<file path="config.mk">
export PLATFORM = sky130hd
export DESIGN_NAME = multi_channel_timer_flat
export DESIGN_NICKNAME = d
export VERILOG_FILES = /design/src/rtl/multi_channel_timer_if.sv /design/src/rtl/multi_channel_timer.sv /design/src/flat_wrapper.sv
export SDC_FILE = /design/constraint.sdc
export NUM_CORES = 1
export LEC_CHECK = 0
export ABC_AREA = 1
export CAP_MARGIN = 5
export CORE_MARGIN = 2
export CORE_UTILIZATION = 42
export DETAILED_ROUTE_END_ITERATION = 8
export PLACE_DENSITY = 0.69
export SETUP_SLACK_MARGIN = 0.2
export SLEW_MARGIN = 25
export SYNTH_ARGS = -nofsm -noshare
export SYNTH_HDL_FRONTEND = slang
export SYNTH_SLANG_ARGS = --single-unit
</file>
<file path="constraint.sdc">
create_clock -name sys_clk -period 3.4 [get_ports sys_clk]
set_input_delay 0.51 -clock sys_clk [delete_from_list [all_inputs] [get_ports sys_clk]]
set_output_delay 0.51 -clock sys_clk [all_outputs]
set_load 0.05 [all_outputs]
</file>
<file path="src/rtl/multi_channel_timer_if.sv">
// Bus bundle for multi_channel_timer: configuration, per-channel control
// strobes, the readback port and the status outputs.
// Optional feature macro: TIMER_IRQ_EN adds irq (timer -> system) and
// irq_clr (system -> timer).
interface multi_channel_timer_if #(
    parameter int WIDTH    = 8,
    parameter int CHANNELS = 4,
    parameter int CH_W     = 2
);
    logic                cfg_we;
    logic [CH_W-1:0]     cfg_ch;
    logic [WIDTH-1:0]    cfg_limit;
    logic                cfg_mode;
    logic [CHANNELS-1:0] start;
    logic [CHANNELS-1:0] stop;
    logic                tick_en;
    logic [CH_W-1:0]     rd_ch;
    logic [WIDTH-1:0]    rd_count;
    logic [CHANNELS-1:0] busy;
    logic [CHANNELS-1:0] counter_done;
`ifdef TIMER_IRQ_EN
    logic                irq;
    logic                irq_clr;

    modport master (
        output cfg_we, cfg_ch, cfg_limit, cfg_mode, start, stop, tick_en, rd_ch, irq_clr,
        input  rd_count, busy, counter_done, irq
    );
    modport slave (
        input  cfg_we, cfg_ch, cfg_limit, cfg_mode, start, stop, tick_en, rd_ch, irq_clr,
        output rd_count, busy, counter_done, irq
    );
`else
    modport master (
        output cfg_we, cfg_ch, cfg_limit, cfg_mode, start, stop, tick_en, rd_ch,
        input  rd_count, busy, counter_done
    );
    modport slave (
        input  cfg_we, cfg_ch, cfg_limit, cfg_mode, start, stop, tick_en, rd_ch,
        output rd_count, busy, counter_done
    );
`endif
endinterface

</file>
<file path="src/rtl/multi_channel_timer.sv">
// multi_channel_timer: CHANNELS independent WIDTH-bit up-counters sharing a
// count strobe. Each channel has shadow limit/mode registers that are copied
// into the active set on start, a one-shot or auto-reload mode, and a
// registered one-cycle counter_done pulse at the terminal count.
// Optional feature macro: TIMER_IRQ_EN adds a sticky interrupt (irq) that
// collects all done pulses and is cleared by irq_clr.
module multi_channel_timer #(
    parameter int WIDTH    = 8,
    parameter int CHANNELS = 4,
    parameter int CH_W     = 2
) (
    input  logic                 sys_clk,
    input  logic                 rst,
    multi_channel_timer_if.slave bus
);

    typedef enum logic {
        ST_IDLE = 1'b0,
        ST_RUN  = 1'b1
    } state_e;

    // Per-channel state (registers) and their next values.
    state_e              state_r     [CHANNELS];
    state_e              state_s     [CHANNELS];
    logic [WIDTH-1:0]    count_r     [CHANNELS];
    logic [WIDTH-1:0]    count_s     [CHANNELS];
    logic [WIDTH-1:0]    act_limit_r [CHANNELS];
    logic [WIDTH-1:0]    act_limit_s [CHANNELS];
    logic                act_mode_r  [CHANNELS];
    logic                act_mode_s  [CHANNELS];
    logic [WIDTH-1:0]    shd_limit_r [CHANNELS];
    logic [WIDTH-1:0]    shd_limit_s [CHANNELS];
    logic                shd_mode_r  [CHANNELS];
    logic                shd_mode_s  [CHANNELS];

    // Config source for a (re)start: the incoming write when it targets this
    // channel in the same cycle, otherwise the stored shadow.
    logic                cfg_hit_s   [CHANNELS];
    logic [WIDTH-1:0]    src_limit_s [CHANNELS];
    logic                src_mode_s  [CHANNELS];

    logic [CHANNELS-1:0] done_s;
    logic [CHANNELS-1:0] done_r;
    logic [CHANNELS-1:0] busy_s;
    logic [WIDTH-1:0]    rd_sel_s;
    logic [WIDTH-1:0]    rd_count_r;

`ifdef TIMER_IRQ_EN
    logic                irq_s;
    logic                irq_r;
`endif

    // State register: all per-channel registers plus the registered outputs.
    always_ff @(posedge sys_clk) begin
        if (rst) begin
            for (int i = 0; i < CHANNELS; i++) begin
                state_r[i]     <= ST_IDLE;
                count_r[i]     <= {WIDTH{1'b0}};
                act_limit_r[i] <= {WIDTH{1'b0}};
                act_mode_r[i]  <= 1'b0;
                shd_limit_r[i] <= {WIDTH{1'b0}};
                shd_mode_r[i]  <= 1'b0;
            end
            done_r     <= {CHANNELS{1'b0}};
            rd_count_r <= {WIDTH{1'b0}};
`ifdef TIMER_IRQ_EN
            irq_r      <= 1'b0;
`endif
        end else begin
            for (int i = 0; i < CHANNELS; i++) begin
                state_r[i]     <= state_s[i];
                count_r[i]     <= count_s[i];
                act_limit_r[i] <= act_limit_s[i];
                act_mode_r[i]  <= act_mode_s[i];
                shd_limit_r[i] <= shd_limit_s[i];
                shd_mode_r[i]  <= shd_mode_s[i];
            end
            done_r     <= done_s;
            rd_count_r <= rd_sel_s;
`ifdef TIMER_IRQ_EN
            irq_r      <= irq_s;
`endif
        end
    end

    // Next-state logic: per-channel FSM, counting, shadow/active config.
    always_comb begin
        for (int i = 0; i < CHANNELS; i++) begin
            state_s[i]     = state_r[i];
            count_s[i]     = count_r[i];
            act_limit_s[i] = act_limit_r[i];
            act_mode_s[i]  = act_mode_r[i];
            done_s[i]      = 1'b0;

            // An out-of-range cfg_ch matches no channel, so the write is dropped.
            cfg_hit_s[i] = bus.cfg_we && (bus.cfg_ch == CH_W'(i));
            if (cfg_hit_s[i]) begin
                src_limit_s[i] = bus.cfg_limit;
                src_mode_s[i]  = bus.cfg_mode;
            end else begin
                src_limit_s[i] = shd_limit_r[i];
                src_mode_s[i]  = shd_mode_r[i];
            end
            shd_limit_s[i] = src_limit_s[i];
            shd_mode_s[i]  = src_mode_s[i];

            case (state_r[i])
                ST_IDLE: begin
                    // stop beats start; tick_en is irrelevant while idle.
                    if (bus.stop[i]) begin
                        state_s[i] = ST_IDLE;
                    end else if (bus.start[i]) begin
                        state_s[i]     = ST_RUN;
                        count_s[i]     = {WIDTH{1'b0}};
                        act_limit_s[i] = src_limit_s[i];
                        act_mode_s[i]  = src_mode_s[i];
                    end else begin
                        state_s[i] = ST_IDLE;
                    end
                end
                ST_RUN: begin
                    if (bus.stop[i]) begin
                        // Count is frozen so it can still be read back.
                        state_s[i] = ST_IDLE;
                    end else if (bus.start[i]) begin
                        // Restart: the tick in this cycle is ignored.
                        state_s[i]     = ST_RUN;
                        count_s[i]     = {WIDTH{1'b0}};
                        act_limit_s[i] = src_limit_s[i];
                        act_mode_s[i]  = src_mode_s[i];
                    end else if (bus.tick_en) begin
                        if (count_r[i] == act_limit_r[i]) begin
                            done_s[i]  = 1'b1;
                            count_s[i] = {WIDTH{1'b0}};
                            state_s[i] = act_mode_r[i] ? ST_RUN : ST_IDLE;
                        end else begin
                            count_s[i] = count_r[i] + {{(WIDTH-1){1'b0}}, 1'b1};
                        end
                    end else begin
                        state_s[i] = ST_RUN;
                    end
                end
                default: begin
                    state_s[i] = ST_IDLE;
                    count_s[i] = {WIDTH{1'b0}};
                end
            endcase
        end
    end

    // Output logic: busy flags and the readback mux feeding rd_count_r.
    always_comb begin
        busy_s   = {CHANNELS{1'b0}};
        rd_sel_s = {WIDTH{1'b0}};
        for (int i = 0; i < CHANNELS; i++) begin
            busy_s[i] = (state_r[i] == ST_RUN);
            // Out-of-range rd_ch matches nothing and reads as zero.
            rd_sel_s  = (bus.rd_ch == CH_W'(i)) ? count_r[i] : rd_sel_s;
        end
    end

`ifdef TIMER_IRQ_EN
    // Sticky interrupt: any done pulse sets it and takes priority over a clear.
    always_comb begin
        if (|done_r) begin
            irq_s = 1'b1;
        end else if (bus.irq_clr) begin
            irq_s = 1'b0;
        end else begin
            irq_s = irq_r;
        end
    end

    assign bus.irq = irq_r;
`endif

    assign bus.busy         = busy_s;
    assign bus.counter_done = done_r;
    assign bus.rd_count     = rd_count_r;

endmodule

</file>
<file path="src/flat_wrapper.sv">
// flat-port wrapper written by rule: the top's interface ports become plain ports
module multi_channel_timer_flat 
#(
    parameter int WIDTH    = 8,
    parameter int CHANNELS = 4,
    parameter int CH_W     = 2
)
  (sys_clk, rst, bus_cfg_we, bus_cfg_ch, bus_cfg_limit, bus_cfg_mode, bus_start, bus_stop, bus_tick_en, bus_rd_ch, bus_rd_count, bus_busy, bus_counter_done);
  multi_channel_timer_if #(.WIDTH(WIDTH), .CHANNELS(CHANNELS), .CH_W(CH_W)) bus_i ();
  input  logic sys_clk;
  input  logic rst;
  input wire logic [$bits(bus_i.cfg_we)-1:0] bus_cfg_we;
  input wire logic [$bits(bus_i.cfg_ch)-1:0] bus_cfg_ch;
  input wire logic [$bits(bus_i.cfg_limit)-1:0] bus_cfg_limit;
  input wire logic [$bits(bus_i.cfg_mode)-1:0] bus_cfg_mode;
  input wire logic [$bits(bus_i.start)-1:0] bus_start;
  input wire logic [$bits(bus_i.stop)-1:0] bus_stop;
  input wire logic [$bits(bus_i.tick_en)-1:0] bus_tick_en;
  input wire logic [$bits(bus_i.rd_ch)-1:0] bus_rd_ch;
  output wire logic [$bits(bus_i.rd_count)-1:0] bus_rd_count;
  output wire logic [$bits(bus_i.busy)-1:0] bus_busy;
  output wire logic [$bits(bus_i.counter_done)-1:0] bus_counter_done;
  assign bus_i.cfg_we = bus_cfg_we;
  assign bus_i.cfg_ch = bus_cfg_ch;
  assign bus_i.cfg_limit = bus_cfg_limit;
  assign bus_i.cfg_mode = bus_cfg_mode;
  assign bus_i.start = bus_start;
  assign bus_i.stop = bus_stop;
  assign bus_i.tick_en = bus_tick_en;
  assign bus_i.rd_ch = bus_rd_ch;
  assign bus_rd_count = bus_i.rd_count;
  assign bus_busy = bus_i.busy;
  assign bus_counter_done = bus_i.counter_done;
  multi_channel_timer #(.WIDTH(WIDTH), .CHANNELS(CHANNELS), .CH_W(CH_W)) u_core (.sys_clk(sys_clk), .rst(rst), .bus(bus_i));
endmodule
</file>
## Word-level counts from Yosys, hierarchy flattened

Memory sizes are Yosys's and may differ from the RTL's.
Cells that the tools add are included.

- Equality and inequality tests: 10
- Muxes and demuxes: 119
- Bitwise operators: 29
- Add/subtract/negate cells: 4
- Reductions and logical operators: 10

Operators with widths:

| cell | count |
|---|---|
| 8-bit 2-to-1 mux | 52 |
| 8-bit case mux with 2 select lines | 4 |
| 1-bit 2-to-1 mux | 59 |
| 8-bit by 1-bit adder with 8-bit output, second input constant | 4 |
| 8-bit equality test | 4 |
| 1-bit bitwise OR | 24 |
| 5-bit OR reduction | 4 |
| 2-bit equality test, second input constant | 4 |
| 1-bit case mux with 2 select lines | 4 |
| 1-bit NOT | 5 |
| 2-bit by 1-bit equality test with 1-bit output, second input constant | 2 |
| 1-bit logical AND | 4 |
| 2-bit logical NOT | 2 |

- Memory bits (writable): 108
- Memories kept: 6
- Word-level logic and storage cells: 183
- Bits of input ports: 25
- Register bits after elaboration: 12

Memories:

| memory | depth | bits a word | read ports | clocked after memory_dff | write ports | line | text |
|---|---|---|---|---|---|---|---|
| u_core.act_limit_r | 4 | 8 | 4 | 0 | 4 | multi_channel_timer.sv:27 | `logic [WIDTH-1:0] act_limit_r [CHANNELS];` |
| u_core.count_r | 4 | 8 | 4 | 0 | 4 | multi_channel_timer.sv:25 | `logic [WIDTH-1:0] count_r [CHANNELS];` |
| u_core.shd_limit_r | 4 | 8 | 4 | 0 | 4 | multi_channel_timer.sv:31 | `logic [WIDTH-1:0] shd_limit_r [CHANNELS];` |
| u_core.act_mode_r | 4 | 1 | 4 | 0 | 4 | multi_channel_timer.sv:29 | `logic act_mode_r [CHANNELS];` |
| u_core.shd_mode_r | 4 | 1 | 4 | 0 | 4 | multi_channel_timer.sv:33 | `logic shd_mode_r [CHANNELS];` |
| u_core.state_r | 4 | 1 | 4 | 0 | 4 | multi_channel_timer.sv:23 | `state_e state_r [CHANNELS];` |

## Depth between registers and ports, before layout

- Word-level depth: 7
- Depth in mapped cells: 10
- Depth with buffers taken out: 10

## Worst setup path before layout

No wires, ideal clock.

- Path kind: input port to flip-flop
- From: input bus_cfg_ch[0]
- To: memory u_core.act_limit_r[0][0]
- Stages: 7
- Path buffers: 1
- Slack: 2.043 ns
- Arrival: 1.248 ns
- Required time: 3.291 ns
- Cell sequence: inv_1 -> nand3_2 -> buf_6 -> o21ai_0 -> o21ai_0 -> nand2_1 -> inv_1

RTL lines:

| what | line | text |
|---|---|---|
| from (decl) | flat_wrapper.sv:13 | `input wire logic [$bits(bus_i.cfg_ch)-1:0] bus_cfg_ch;` |
| to (decl) | multi_channel_timer.sv:27 |  |

==> run metrics <==
status completed; leakage power roughly 3.3 nW; hold_ws around 0.49 ns; Clock power frac 0.528; most common cell after layout, fill and taps aside nand2_1; CP startpoint u_core.state_r[0]$_SDFF_PP0_; count of pins over their slew limit 0; ant diodes 0; clk_lat worst skew between 0.4 and 0.5 ns; R2R Setup Slk 1.88 ns; Initial Utilization 0.430; Non-Filler Instances around 1100; vias per inst 4.69; GRT Total Usage 0.205; crit path kind register to output port; H-tree depth 4; Fmax 473 MHz; Critical R2R Launch u_core.count_r[3][2]$_SDFFE_PP0P_; Netlist Area Pre-Place ~5700 um2; Die ar. around 14000 um2; Fin. Hold Viols 0; number of distinct library cells after synthesis 31; Worst EP required between 2 and 3 ns; PD cells about 560 nW/um2; sequential power share 0.390; Die Span Y ~120 um; initial drt markers 358; largest stage delay on the critical path 0.81 ns; vias in the first global route 4737; critical-path cell list clkdlybuf4s50_1; # fillers 1284; hold_buf cts 0; slowest CP cell clkdlybuf4s50_1; Avg WL per Cell around 13 um; Final period util 0.622; DRC errors left 0; startpoint type of the worst setup path register; number of buffers added on ports 40; Setup WS post-layout 1.29 ns; maximum vdd drop about 430 uV; Int Power about 2.9 mW; hold crit path type register to register; Syn. warnings 0; share of cells above drive strength 1 0.0480; setup repair bufs after CTS 0; core area around 13000 um2; crit path max fanout 3; Worst Tran Pin Value between 0.9 and 1 ns; total CTS buffers 17; net count reported at finish 911; # resized after CTS 0; Core Util, Final 0.516; first-pass GRT wire length roughly 23000 um; unrepaired setup endpoints after global routing no; antenna-violating nets left 0; Pre-Repair DR Iteration Count 5; worst rel slew slack 0.385; CP Buf/Inv Count 1; largest net degree at the start of global routing 52; Worst-path clk slew about 0.06 ns; CP Capture Type output port; Largest delay share family, worst path buffers and inverters; switching share of power 0.237; Setup violations, final 0; Clock Tree Root clkbuf_16; Syn Nets 878; DIE WIDTH 120 um; total number of clock tree sinks 120; Crit path arrival time between 1.5 and 2 ns; synthesized area per cell about 6.7 um2; TNS Setup 0 ns; max cap viols 0; Post-Place Cells approximately 1000; Max Buffers Root-to-Sink 2; Net Switching around 900 uW; HP Start u_core.count_r[0][6]$_SDFFE_PP0P_; Clock Skews between 0.005 and 0.006 ns; initial antenna violation count 0; CTS tree built; Final Critical Period around 2.1 ns; Area Overhead vs Synth 20.0%; HPWL after detailed placement about 9400 um; GR Overflow Total 0; # IOs 41; pre-CTS setup slack around 1.1 ns; Logic pwr share 0.082; DR vias ~5000; Synth Instances between 800 and 900; FF+latch count, synth 120; gpl congestion ~0.86; Seq/Total Area, Yosys 0.424; FP Rows between 40 and 50; commonest non-fill, non-tap cells in the layout 256 x nand2_1, 151 x inv_1, 120 x dfxtp_1, 95 x nor2_1, 79 x o21ai_0; routed wire length 13700 um
==> synth_stat cells <==
master,n,area [um2]
nand2_4,1,11.3
o21bai_1,1,7.51
nor2_1,95,357
nand3_1,23,115
o22ai_1,6,37.5
or2_2,1,6.26
xor2_1,15,131
buf_6,1,11.3
nand3_2,3,30.0
nand4_1,1,6.26
o21ai_0,79,395
o211ai_1,4,30.0
ha_1,4,50.1
o21ai_1,6,30.0
clkbuf_2,4,20.0
clkinv_1,1,3.75
o2111ai_1,1,8.76
xnor2_1,12,105
nand2_1,256,961
buf_2,10,50.1
buf_4,6,45.0
mux2i_1,9,90.1
nor4_1,3,18.8
clkbuf_1,8,30.0
dfxtp_1,120,2400
a21oi_1,19,95.1
nor3_1,3,15.0
inv_1,151,567
o21a_1,1,7.51
nand3b_1,2,15.0
nand2_2,3,18.8
==> worst min-delay path, cell delays in order, from the launching register on <==
cell and delay (ns):
dfxtp_1 0.32, nand2_1 0.07, a21oi_1 0.06
==> final cells by class <==
type                       instances  area (um2)  area share
multi-input combinational        548        2540       0.373
sequential                       120        2400       0.353
inverter                         152         571      0.0838
clock buffer                      20         457      0.0671
timing repair buffer              43         418      0.0614
tap                              176         220      0.0323
clock inverter                    12         198      0.0290
==> power groups by stage <==
| stage | registers (mW) | logic, mW | clock network (mW) |
|---|---|---|---|
| floorplan | 1.51 | 0.207 | 0 |
| global placement | 1.50 | 0.305 | 0 |
| detailed placement | 1.50 | 0.307 | 0 |
| CTS | 1.48 | 0.311 | 2.02 |
| global route | 1.48 | 0.355 | 2.09 |
| finish | 1.48 | 0.311 | 2.00 |
==> cells by family after synthesis <==
logic type      share of synthesized area
simple gates                        0.274
buf+inv                             0.128
flops                               0.424
compound gates                      0.108
xor+xnor                           0.0417
mux                                0.0159
fa+ha+maj                         0.00882
==> path summary, 6_finish.rpt <==
kind / cells after the start / to
setup / recovery: 1 / bus_busy[0]
setup reg to reg: 8 / u_core.count_r[3][1]$_SDFFE_PP0P_
hold reg to reg: 2 / u_core.count_r[0][6]$_SDFFE_PP0P_
hold / removal: 2 / u_core.count_r[0][6]$_SDFFE_PP0P_
==> flip-flops by register name, summed over array words and instances, names as in the netlist <==
name and cells:
u_core.bus.counter_done 4, u_core.count_r 32, u_core.act_limit_r 32, u_core.shd_limit_r 32
u_core.shd_mode_r 4, u_core.bus.rd_count 8, u_core.act_mode_r 4, u_core.state_r 4
==> layer usage <==
layer,share of wire,vias up,GRT usage
li1,-,2649,-
met1,0.49,2258,0.266
met2,0.45,91,0.324
met3,0.035,27,0.0509
met4,0.023,0,0.0890
met5,0,-,0
==> through the flow <==
stage               area, um2  power, mW
global route             6810       3.93
detailed placement       6150       1.81
global placement         6150       1.81
CTS                      6810       3.81
floorplan                5670       1.71
finish                   6810       3.79
No activity file was read; power rests on OpenSTA's default activity.
